## config.mk

```make
export PLATFORM = sky130hd
export DESIGN_NAME = cache_bus_arbiter_flat
export DESIGN_NICKNAME = d
export VERILOG_FILES = /design/src/rtl/prv664_bus_pkg.sv /design/src/rtl/cache_access_interface.sv /design/src/rtl/cache_return_interface.sv /design/src/rtl/rr_arbiter2.sv /design/src/rtl/cache_bus_arbiter.sv /design/src/flat_wrapper.sv
export SDC_FILE = /design/constraint.sdc
export NUM_CORES = 1
export LEC_CHECK = 0
export CORE_AREA = 2 2 216 218
export CTS_CLUSTER_SIZE = 25
export DETAILED_ROUTE_END_ITERATION = 10
export DIE_AREA = 0 0 218 220
export GPL_ROUTABILITY_DRIVEN = 0
export PLACE_DENSITY_LB_ADDON = 0.1
export SLEW_MARGIN = 0
export SYNTH_ARGS = -nofsm -noshare
export SYNTH_HDL_FRONTEND = slang
export SYNTH_HIERARCHICAL = 1
export SYNTH_SLANG_ARGS = --single-unit
```

## constraint.sdc

```tcl
create_clock -name clk_i -period 23.6 [get_ports clk_i]
set_clock_uncertainty 0.05 [all_clocks]
set_input_delay 4.72 -clock clk_i [delete_from_list [all_inputs] [get_ports clk_i]]
set_output_delay 4.72 -clock clk_i [all_outputs]
set_load 0.1 [all_outputs]
```

## src/rtl/prv664_bus_pkg.sv

```systemverilog
// Shared types and constants for the cache-to-memory bus arbiter.
// Holds field widths, the owner encoding, FSM states and the timeout default.
package prv664_bus_pkg;

    localparam int ID_W     = 4;
    localparam int ADDR_W   = 32;
    localparam int DATA_W   = 64;
    localparam int OPCODE_W = 5;
    localparam int FUNCT_W  = 3;
    localparam int ERR_W    = 2;

    localparam int unsigned TIMEOUT_CYCLES_DEFAULT = 1024;

    localparam logic OWNER_I = 1'b0;
    localparam logic OWNER_D = 1'b1;

    typedef enum logic [1:0] {
        IDLE,
        ISSUE,
        WAIT,
        RESP
    } bus_state_e;

    typedef struct packed {
        logic [ID_W-1:0]     id;
        logic [ADDR_W-1:0]   addr;
        logic                ci;
        logic                wt;
        logic [OPCODE_W-1:0] opcode;
        logic [FUNCT_W-1:0]  funct;
        logic [DATA_W-1:0]   wdata;
        logic [ERR_W-1:0]    error;
    } bus_req_t;

endpackage

```

## src/rtl/cache_access_interface.sv

```systemverilog
// Request channel between a cache and the memory side; full is the back-pressure signal.
interface cache_access_interface;
    import prv664_bus_pkg::*;

    logic                valid;
    logic [ID_W-1:0]     id;
    logic [ADDR_W-1:0]   addr;
    logic                ci;
    logic                wt;
    logic [OPCODE_W-1:0] opcode;
    logic [FUNCT_W-1:0]  funct;
    logic [DATA_W-1:0]   wdata;
    logic [ERR_W-1:0]    error;
    logic                full;

    modport master (output valid, id, addr, ci, wt, opcode, funct, wdata, error, input full);
    modport slave  (input valid, id, addr, ci, wt, opcode, funct, wdata, error, output full);
endinterface

```

## src/rtl/cache_return_interface.sv

```systemverilog
// Return channel carrying read data and status back toward a cache.
interface cache_return_interface;
    import prv664_bus_pkg::*;

    logic              valid;
    logic [ID_W-1:0]   id;
    logic [ERR_W-1:0]  error;
    logic              mmio;
    logic [DATA_W-1:0] rdata;

    modport master (output valid, id, error, mmio, rdata);
    modport slave  (input valid, id, error, mmio, rdata);
endinterface

```

## src/rtl/rr_arbiter2.sv

```systemverilog
// Two-way round-robin arbiter: on a tie the requester not granted last wins.
module rr_arbiter2
    import prv664_bus_pkg::*;
(
    input  logic       clk_i,
    input  logic       arst_i,
    input  logic [1:0] req,
    input  logic       update,
    output logic [1:0] grant
);
    logic prio_q;
    logic prio_d;

    always_comb begin
        grant  = req;
        prio_d = prio_q;
        if (req == 2'b11) begin
            grant = (prio_q == OWNER_D) ? 2'b10 : 2'b01;
        end
        // Priority moves to whoever just lost, so a persistent tie alternates.
        if (update && (grant != 2'b00)) begin
            prio_d = grant[OWNER_D] ? OWNER_I : OWNER_D;
        end
    end

    always_ff @(posedge clk_i) begin
        if (arst_i) begin
            prio_q <= OWNER_D;
        end else begin
            prio_q <= prio_d;
        end
    end
endmodule

```

## src/rtl/cache_bus_arbiter.sv

```systemverilog
// Arbitrates icache and dcache requests onto one memory port, one transaction at a time,
// forwarding the id-matched memory return (or a timeout error) to the requesting cache.
module cache_bus_arbiter
    import prv664_bus_pkg::*;
#(
    parameter int unsigned TIMEOUT_CYCLES = TIMEOUT_CYCLES_DEFAULT
) (
    input  logic                  clk_i,
    input  logic                  arst_i,
    cache_access_interface.slave  icache_access,
    cache_return_interface.master icache_return,
    cache_access_interface.slave  dcache_access,
    cache_return_interface.master dcache_return,
    cache_access_interface.master mem_access,
    cache_return_interface.slave  mem_return
);
    localparam logic [15:0] TIMEOUT_LAST = 16'(TIMEOUT_CYCLES - 1);

    bus_state_e        state_q, state_d;
    logic [15:0]       cnt_q, cnt_d;
    logic              owner_q, owner_d;
    bus_req_t          req_q, req_d;
    bus_req_t          i_req, d_req;
    logic              ret_valid_i_q, ret_valid_i_d;
    logic              ret_valid_d_q, ret_valid_d_d;
    logic [ID_W-1:0]   ret_id_q, ret_id_d;
    logic [ERR_W-1:0]  ret_error_q, ret_error_d;
    logic              ret_mmio_q, ret_mmio_d;
    logic [DATA_W-1:0] ret_rdata_q, ret_rdata_d;
    logic [1:0]        arb_req, arb_grant;
    logic              idle;
    logic              mem_match;

    assign idle      = (state_q == IDLE);
    assign arb_req   = {dcache_access.valid, icache_access.valid};
    assign mem_match = mem_return.valid && (mem_return.id == req_q.id);

    rr_arbiter2 u_rr (
        .clk_i  (clk_i),
        .arst_i (arst_i),
        .req    (arb_req),
        .update (idle),
        .grant  (arb_grant)
    );

    assign icache_access.full = !idle || arb_grant[OWNER_D];
    assign dcache_access.full = !idle || arb_grant[OWNER_I];

    always_comb begin
        i_req.id     = icache_access.id;
        i_req.addr   = icache_access.addr;
        i_req.ci     = icache_access.ci;
        i_req.wt     = icache_access.wt;
        i_req.opcode = icache_access.opcode;
        i_req.funct  = icache_access.funct;
        i_req.wdata  = icache_access.wdata;
        i_req.error  = icache_access.error;
        d_req.id     = dcache_access.id;
        d_req.addr   = dcache_access.addr;
        d_req.ci     = dcache_access.ci;
        d_req.wt     = dcache_access.wt;
        d_req.opcode = dcache_access.opcode;
        d_req.funct  = dcache_access.funct;
        d_req.wdata  = dcache_access.wdata;
        d_req.error  = dcache_access.error;
    end

    always_comb begin
        state_d       = state_q;
        cnt_d         = cnt_q;
        owner_d       = owner_q;
        req_d         = req_q;
        ret_valid_i_d = 1'b0;
        ret_valid_d_d = 1'b0;
        ret_id_d      = ret_id_q;
        ret_error_d   = ret_error_q;
        ret_mmio_d    = ret_mmio_q;
        ret_rdata_d   = ret_rdata_q;
        case (state_q)
            IDLE: begin
                if (arb_grant != 2'b00) begin
                    owner_d = arb_grant[OWNER_D] ? OWNER_D : OWNER_I;
                    req_d   = arb_grant[OWNER_D] ? d_req : i_req;
                    state_d = ISSUE;
                end
            end
            ISSUE: begin
                if (!mem_access.full) begin
                    cnt_d   = '0;
                    state_d = WAIT;
                end
            end
            WAIT: begin
                cnt_d = cnt_q + 16'd1;
                // A match wins over a timeout that expires in the same cycle.
                if (mem_match || (cnt_q == TIMEOUT_LAST)) begin
                    state_d       = RESP;
                    ret_valid_i_d = (owner_q == OWNER_I);
                    ret_valid_d_d = (owner_q == OWNER_D);
                    ret_id_d      = req_q.id;
                    ret_error_d   = mem_match ? mem_return.error : ERR_W'(1);
                    ret_mmio_d    = mem_match ? mem_return.mmio : 1'b0;
                    ret_rdata_d   = mem_match ? mem_return.rdata : '0;
                end
            end
            RESP: begin
                state_d = IDLE;
            end
            default: begin
                state_d = IDLE;
            end
        endcase
    end

    always_ff @(posedge clk_i) begin
        if (arst_i) begin
            state_q       <= IDLE;
            cnt_q         <= '0;
            ret_valid_i_q <= 1'b0;
            ret_valid_d_q <= 1'b0;
        end else begin
            state_q       <= state_d;
            cnt_q         <= cnt_d;
            ret_valid_i_q <= ret_valid_i_d;
            ret_valid_d_q <= ret_valid_d_d;
        end
    end

    // Payload registers are only meaningful alongside a valid, so they carry no reset.
    always_ff @(posedge clk_i) begin
        owner_q     <= owner_d;
        req_q       <= req_d;
        ret_id_q    <= ret_id_d;
        ret_error_q <= ret_error_d;
        ret_mmio_q  <= ret_mmio_d;
        ret_rdata_q <= ret_rdata_d;
    end

    assign mem_access.valid  = (state_q == ISSUE);
    assign mem_access.id     = req_q.id;
    assign mem_access.addr   = req_q.addr;
    assign mem_access.ci     = req_q.ci;
    assign mem_access.wt     = req_q.wt;
    assign mem_access.opcode = req_q.opcode;
    assign mem_access.funct  = req_q.funct;
    assign mem_access.wdata  = req_q.wdata;
    assign mem_access.error  = req_q.error;

    assign icache_return.valid = ret_valid_i_q;
    assign icache_return.id    = ret_id_q;
    assign icache_return.error = ret_error_q;
    assign icache_return.mmio  = ret_mmio_q;
    assign icache_return.rdata = ret_rdata_q;
    assign dcache_return.valid = ret_valid_d_q;
    assign dcache_return.id    = ret_id_q;
    assign dcache_return.error = ret_error_q;
    assign dcache_return.mmio  = ret_mmio_q;
    assign dcache_return.rdata = ret_rdata_q;
endmodule

```

## src/flat_wrapper.sv

```systemverilog
// flat-port wrapper written by rule: the top's interface ports become plain ports
module cache_bus_arbiter_flat import prv664_bus_pkg::*;
#(
    parameter int unsigned TIMEOUT_CYCLES = TIMEOUT_CYCLES_DEFAULT
)
  (clk_i, arst_i, icache_access_valid, icache_access_id, icache_access_addr, icache_access_ci, icache_access_wt, icache_access_opcode, icache_access_funct, icache_access_wdata, icache_access_error, icache_access_full, icache_return_valid, icache_return_id, icache_return_error, icache_return_mmio, icache_return_rdata, dcache_access_valid, dcache_access_id, dcache_access_addr, dcache_access_ci, dcache_access_wt, dcache_access_opcode, dcache_access_funct, dcache_access_wdata, dcache_access_error, dcache_access_full, dcache_return_valid, dcache_return_id, dcache_return_error, dcache_return_mmio, dcache_return_rdata, mem_access_valid, mem_access_id, mem_access_addr, mem_access_ci, mem_access_wt, mem_access_opcode, mem_access_funct, mem_access_wdata, mem_access_error, mem_access_full, mem_return_valid, mem_return_id, mem_return_error, mem_return_mmio, mem_return_rdata);
  cache_access_interface icache_access_i ();
  cache_return_interface icache_return_i ();
  cache_access_interface dcache_access_i ();
  cache_return_interface dcache_return_i ();
  cache_access_interface mem_access_i ();
  cache_return_interface mem_return_i ();
  input  logic clk_i;
  input  logic arst_i;
  input wire logic [$bits(icache_access_i.valid)-1:0] icache_access_valid;
  input wire logic [$bits(icache_access_i.id)-1:0] icache_access_id;
  input wire logic [$bits(icache_access_i.addr)-1:0] icache_access_addr;
  input wire logic [$bits(icache_access_i.ci)-1:0] icache_access_ci;
  input wire logic [$bits(icache_access_i.wt)-1:0] icache_access_wt;
  input wire logic [$bits(icache_access_i.opcode)-1:0] icache_access_opcode;
  input wire logic [$bits(icache_access_i.funct)-1:0] icache_access_funct;
  input wire logic [$bits(icache_access_i.wdata)-1:0] icache_access_wdata;
  input wire logic [$bits(icache_access_i.error)-1:0] icache_access_error;
  output wire logic [$bits(icache_access_i.full)-1:0] icache_access_full;
  output wire logic [$bits(icache_return_i.valid)-1:0] icache_return_valid;
  output wire logic [$bits(icache_return_i.id)-1:0] icache_return_id;
  output wire logic [$bits(icache_return_i.error)-1:0] icache_return_error;
  output wire logic [$bits(icache_return_i.mmio)-1:0] icache_return_mmio;
  output wire logic [$bits(icache_return_i.rdata)-1:0] icache_return_rdata;
  input wire logic [$bits(dcache_access_i.valid)-1:0] dcache_access_valid;
  input wire logic [$bits(dcache_access_i.id)-1:0] dcache_access_id;
  input wire logic [$bits(dcache_access_i.addr)-1:0] dcache_access_addr;
  input wire logic [$bits(dcache_access_i.ci)-1:0] dcache_access_ci;
  input wire logic [$bits(dcache_access_i.wt)-1:0] dcache_access_wt;
  input wire logic [$bits(dcache_access_i.opcode)-1:0] dcache_access_opcode;
  input wire logic [$bits(dcache_access_i.funct)-1:0] dcache_access_funct;
  input wire logic [$bits(dcache_access_i.wdata)-1:0] dcache_access_wdata;
  input wire logic [$bits(dcache_access_i.error)-1:0] dcache_access_error;
  output wire logic [$bits(dcache_access_i.full)-1:0] dcache_access_full;
  output wire logic [$bits(dcache_return_i.valid)-1:0] dcache_return_valid;
  output wire logic [$bits(dcache_return_i.id)-1:0] dcache_return_id;
  output wire logic [$bits(dcache_return_i.error)-1:0] dcache_return_error;
  output wire logic [$bits(dcache_return_i.mmio)-1:0] dcache_return_mmio;
  output wire logic [$bits(dcache_return_i.rdata)-1:0] dcache_return_rdata;
  output wire logic [$bits(mem_access_i.valid)-1:0] mem_access_valid;
  output wire logic [$bits(mem_access_i.id)-1:0] mem_access_id;
  output wire logic [$bits(mem_access_i.addr)-1:0] mem_access_addr;
  output wire logic [$bits(mem_access_i.ci)-1:0] mem_access_ci;
  output wire logic [$bits(mem_access_i.wt)-1:0] mem_access_wt;
  output wire logic [$bits(mem_access_i.opcode)-1:0] mem_access_opcode;
  output wire logic [$bits(mem_access_i.funct)-1:0] mem_access_funct;
  output wire logic [$bits(mem_access_i.wdata)-1:0] mem_access_wdata;
  output wire logic [$bits(mem_access_i.error)-1:0] mem_access_error;
  input wire logic [$bits(mem_access_i.full)-1:0] mem_access_full;
  input wire logic [$bits(mem_return_i.valid)-1:0] mem_return_valid;
  input wire logic [$bits(mem_return_i.id)-1:0] mem_return_id;
  input wire logic [$bits(mem_return_i.error)-1:0] mem_return_error;
  input wire logic [$bits(mem_return_i.mmio)-1:0] mem_return_mmio;
  input wire logic [$bits(mem_return_i.rdata)-1:0] mem_return_rdata;
  assign icache_access_i.valid = icache_access_valid;
  assign icache_access_i.id = icache_access_id;
  assign icache_access_i.addr = icache_access_addr;
  assign icache_access_i.ci = icache_access_ci;
  assign icache_access_i.wt = icache_access_wt;
  assign icache_access_i.opcode = icache_access_opcode;
  assign icache_access_i.funct = icache_access_funct;
  assign icache_access_i.wdata = icache_access_wdata;
  assign icache_access_i.error = icache_access_error;
  assign icache_access_full = icache_access_i.full;
  assign icache_return_valid = icache_return_i.valid;
  assign icache_return_id = icache_return_i.id;
  assign icache_return_error = icache_return_i.error;
  assign icache_return_mmio = icache_return_i.mmio;
  assign icache_return_rdata = icache_return_i.rdata;
  assign dcache_access_i.valid = dcache_access_valid;
  assign dcache_access_i.id = dcache_access_id;
  assign dcache_access_i.addr = dcache_access_addr;
  assign dcache_access_i.ci = dcache_access_ci;
  assign dcache_access_i.wt = dcache_access_wt;
  assign dcache_access_i.opcode = dcache_access_opcode;
  assign dcache_access_i.funct = dcache_access_funct;
  assign dcache_access_i.wdata = dcache_access_wdata;
  assign dcache_access_i.error = dcache_access_error;
  assign dcache_access_full = dcache_access_i.full;
  assign dcache_return_valid = dcache_return_i.valid;
  assign dcache_return_id = dcache_return_i.id;
  assign dcache_return_error = dcache_return_i.error;
  assign dcache_return_mmio = dcache_return_i.mmio;
  assign dcache_return_rdata = dcache_return_i.rdata;
  assign mem_access_valid = mem_access_i.valid;
  assign mem_access_id = mem_access_i.id;
  assign mem_access_addr = mem_access_i.addr;
  assign mem_access_ci = mem_access_i.ci;
  assign mem_access_wt = mem_access_i.wt;
  assign mem_access_opcode = mem_access_i.opcode;
  assign mem_access_funct = mem_access_i.funct;
  assign mem_access_wdata = mem_access_i.wdata;
  assign mem_access_error = mem_access_i.error;
  assign mem_access_i.full = mem_access_full;
  assign mem_return_i.valid = mem_return_valid;
  assign mem_return_i.id = mem_return_id;
  assign mem_return_i.error = mem_return_error;
  assign mem_return_i.mmio = mem_return_mmio;
  assign mem_return_i.rdata = mem_return_rdata;
  cache_bus_arbiter #(.TIMEOUT_CYCLES(TIMEOUT_CYCLES)) u_core (.clk_i(clk_i), .arst_i(arst_i), .icache_access(icache_access_i), .icache_return(icache_return_i), .dcache_access(dcache_access_i), .dcache_return(dcache_return_i), .mem_access(mem_access_i), .mem_return(mem_return_i));
endmodule
```

==> results.yml <==
global_routing:
  grt_pass1_vias: 7015
  antenna_found_initial: 4
  gr-total-overflow: 0
  grt_start_max_net_pins: 116
  grt_pass1_wl_mm: 48.7
  grt_use_total_pct: 13.9
critical_path:
  cp-end-kind: "output port"
  critPathRequiredTime_ns: 18.83
  crit_top_cell: "sky130_fd_sc_hd__clkdlybuf4s50_1"
  regToRegEndpoint: "u_core/mem_access.addr[24]"
  timing.setup.critical_path_class: "in2out"
  cp_max_fo: 115
  worst_r2r_startpoint: "u_core/u_rr/prio_q"
  worstPathBufferInverterCount: 3
  worstRegToRegCells: 7
  delay_of_the_slowest_cell_on_the_worst_path_ns: 1.13
  crit_path_top_delay_cell: "sky130_fd_sc_hd__clkdlybuf4s50_1"
  regToRegSetupSlack_ns: 19.89
  worst_path_dominant_cell_family: "buffers and inverters"
  startpoint_type: "primary input"
  crit_arrival_ns: 7.25
  cp_cell_sequence: "clkdlybuf4s50_1, a21boi_4, buf_12, nand2b_1, clkdlybuf4s50_1"
detailed_routing:
  finalWirelength_mm: 34.9
  drt_pre_antenna_iters: 6
  drc_errors: 0
  route.detailed.vias_per_inst: 3.95
  antenna_violating_nets_left: 0
  drt-wirelength-per-cell_um: 20.2
  vias_post_dr: 6827
  first_iter_violations: 267
placement:
  detailedPlacementHpwl_mm: 26.8
  dp_slack_ns: 11.51
  post-place-cells: 1678
  dpl_cell_area_um2: 14900
  port_buffers: 559
clock_tree:
  clk_root_buffer_cell: "sky130_fd_sc_hd__clkbuf_16"
  post_cts.repair.setup_buffers: 0
  cts_tree: "built"
  numCtsBuffers: 26
  cts-resized-gates: 0
  hold_buffers: 0
  worst_setup_hold_path_clk_slew_ns: 0.06
  cts-root-to-sink-buffers: 3
  insertion_delay_ns: 0.55
  cts.sinks: 205
  htree_levels: 1
sta:
  timing_hold_violations_final: 0
  setup_tns_ns: 0
  timing.fmax_mhz: 83.2
  period_share_pct: 50.9
  finalSetupViolCount: 0
  worst_slew_margin_rel_pct: 25.8
  rsz_0062_raised_after_global_routing: "false"
  hold_ws_ns: 0.404
  worst_slew_pin_slew_ns: 1.11
  final.min_clock_period_ns: 12.02
  final_max_slew_viol_count: 0
  finalWorstSetupSlack_ns: 11.58
hold_path:
  holdPathStages: 1
  hold_sp: "u_core/owner_q"
  min_path_type: "reg2reg"
  holdPathEnd: "u_core/icache_return.valid"
die:
  initial_core_util_pct: 19.9
  fp.coreArea_um2: 45900
  fp.dieW_um: 218
  die_height_um: 220
  fp.dieArea_um2: 48000
  fp-row-count: 79
  top_level_ports: 560
status:
  status: "completed"
cells_and_area:
  layout_overhead_on_the_synthesized_area_pct: 71.8
  final_layout_size_suffix_gt1_share_pct: 15.1
  n_fill_cell: 4518
  finish.instance_area_um2: 15700
  most-common-layout-cells: "558 x sky130_fd_sc_hd__clkdlybuf4s50_1, 184 x sky130_fd_sc_hd__edfxtp_1, 112 x sky130_fd_sc_hd__mux2_2"
  layoutNonFillerInstCount: 1727
  fin_nets: 1404
  layout_commonest_cell: "sky130_fd_sc_hd__clkdlybuf4s50_1"
power_and_ir_drop:
  power_density_nw_per_um2: 108
  power_leakage_nw: 5.63
  vdd.ir_drop.worst_uv: 56.3
synthesis:
  postSynth.topFlopCell: "sky130_fd_sc_hd__edfxtp_1"
  syn-mean-instance-area_um2: 15.0
  ys_seq_area_share_pct: 65.0
  synth.net_count: 913
  number_of_instances_in_the_synthesized_netlist: 608
  postSynthRegisterBits: 205
  ys.warnings.count: 6
  synth_edf_count: 184
  synthArstFlopShare_pct: 0
  netlist-cell-type-count: 55
  synth.cell_area_um2: 9150
flow_run:
  drv.max_cap_violation_count: 0
==> metrics by stage <==
stage               utilization, %  total power (W)
floorplan                        -          0.00112
global placement              32.5          0.00134
detailed placement            32.5          0.00134
CTS                           34.3          0.00173
global route                  34.3          0.00177
finish                        34.3          0.00170
==> flip-flops by register name, indices dropped and copies added (netlist names), 2 cells and up <==
signal and count:
u_core/cnt_q 16, u_core/dcache_return.error 2, u_core/dcache_return.id 4, u_core/dcache_return.rdata 64, u_core/mem_access.addr 32, u_core/mem_access.error 2, u_core/mem_access.funct 3, u_core/mem_access.id 4
u_core/mem_access.opcode 5, u_core/mem_access.wdata 64, u_core/state_q 2
==> layer usage <==
metal	track usage (%)	up-vias	wire, µm
met5	0	-	23
met4	4.04	4	919
met3	6.57	45	4110
met2	24.7	372	17400
met1	14.5	3203	12400
li1	-	3203	-
==> kinds of logic (layout without fill, tap and decap cells) <==
| logic type | count (synthesis) | after routing | share of synthesized area [%] |
|---|---|---|---|
| AO/OA/AOI/OAI | 29 | 29 | 2.57 |
| XOR/XNOR | 5 | 5 | 0.479 |
| adder cells (fa/ha/maj) | 4 | 4 | 0.547 |
| buffers and inverters | 111 | 621 | 7.73 |
| flip-flops | 205 | 205 | 65.0 |
| multiplexers | 116 | 116 | 14.2 |
| other | 0 | 2 | 0 |
| AND/OR/NAND/NOR | 138 | 138 | 9.45 |
==> synthesized netlist by cell type, types with 2 or more instances <==
cell type	instances	area (µm²)
sky130_fd_sc_hd__nand4_1	3	18.8
sky130_fd_sc_hd__buf_2	12	60.1
sky130_fd_sc_hd__a21oi_1	8	40.0
sky130_fd_sc_hd__or4_1	2	15.0
sky130_fd_sc_hd__nor2_1	11	41.3
sky130_fd_sc_hd__buf_4	71	533
sky130_fd_sc_hd__or3_1	6	37.5
sky130_fd_sc_hd__o21ai_0	2	10.0
sky130_fd_sc_hd__a31o_2	2	17.5
sky130_fd_sc_hd__edfxtp_1	184	5530
sky130_fd_sc_hd__nand2b_1	5	31.3
sky130_fd_sc_hd__inv_1	9	33.8
sky130_fd_sc_hd__ha_1	4	50.1
sky130_fd_sc_hd__and3_1	69	432
sky130_fd_sc_hd__mux2_2	112	1260
sky130_fd_sc_hd__dfxtp_1	21	420
sky130_fd_sc_hd__clkbuf_1	15	56.3
sky130_fd_sc_hd__buf_1	2	7.51
sky130_fd_sc_hd__mux2i_1	4	40.0
sky130_fd_sc_hd__and2_1	2	12.5
sky130_fd_sc_hd__o31ai_1	2	15.0
sky130_fd_sc_hd__xor2_1	2	17.5
sky130_fd_sc_hd__a21boi_0	2	15.0
sky130_fd_sc_hd__and4_1	2	17.5
sky130_fd_sc_hd__nand3_1	6	30.0
sky130_fd_sc_hd__xnor2_1	3	26.3
sky130_fd_sc_hd__nor2b_1	4	25.0
sky130_fd_sc_hd__nor4_1	5	31.3
sky130_fd_sc_hd__nand2_1	12	45.0
==> where the power goes <==
group          total [W]  internal (W)  switching, W
sequential      0.000514      0.000494     0.0000205
combinational   0.000810      0.000187      0.000623
clock           0.000379      0.000222      0.000157
total            0.00170      0.000903      0.000800
==> area by class of cell <==
class                           instances  area [µm²]  area share [%]
Clock buffer                           37         722            4.59
Antenna cell                            2        5.00          0.0318
Timing Repair Buffer                  565        5650            35.9
Tap cell                              607         759            4.83
Sequential cell                       205        5950            37.8
Multi-Input combinational cell        292        2520            16.0
Inverter                                9        33.8           0.215
Clock inverter                         10        80.1           0.509
==> worst max-delay path by stage <==
stage / start / to / slack [ns] / cells after the start
floorplan: dcache_access_valid / u_core/mem_access.addr[0] / 12.75 / 4
global placement: dcache_access_valid / icache_access_full / 11.51 / 5
detailed placement: dcache_access_valid / icache_access_full / 11.51 / 5
CTS: dcache_access_valid / icache_access_full / 11.50 / 5
global route: dcache_access_valid / icache_access_full / 11.43 / 5
finish: icache_access_valid / icache_access_full / 11.58 / 5
Note: power is estimated with default switching activity, not from simulation.
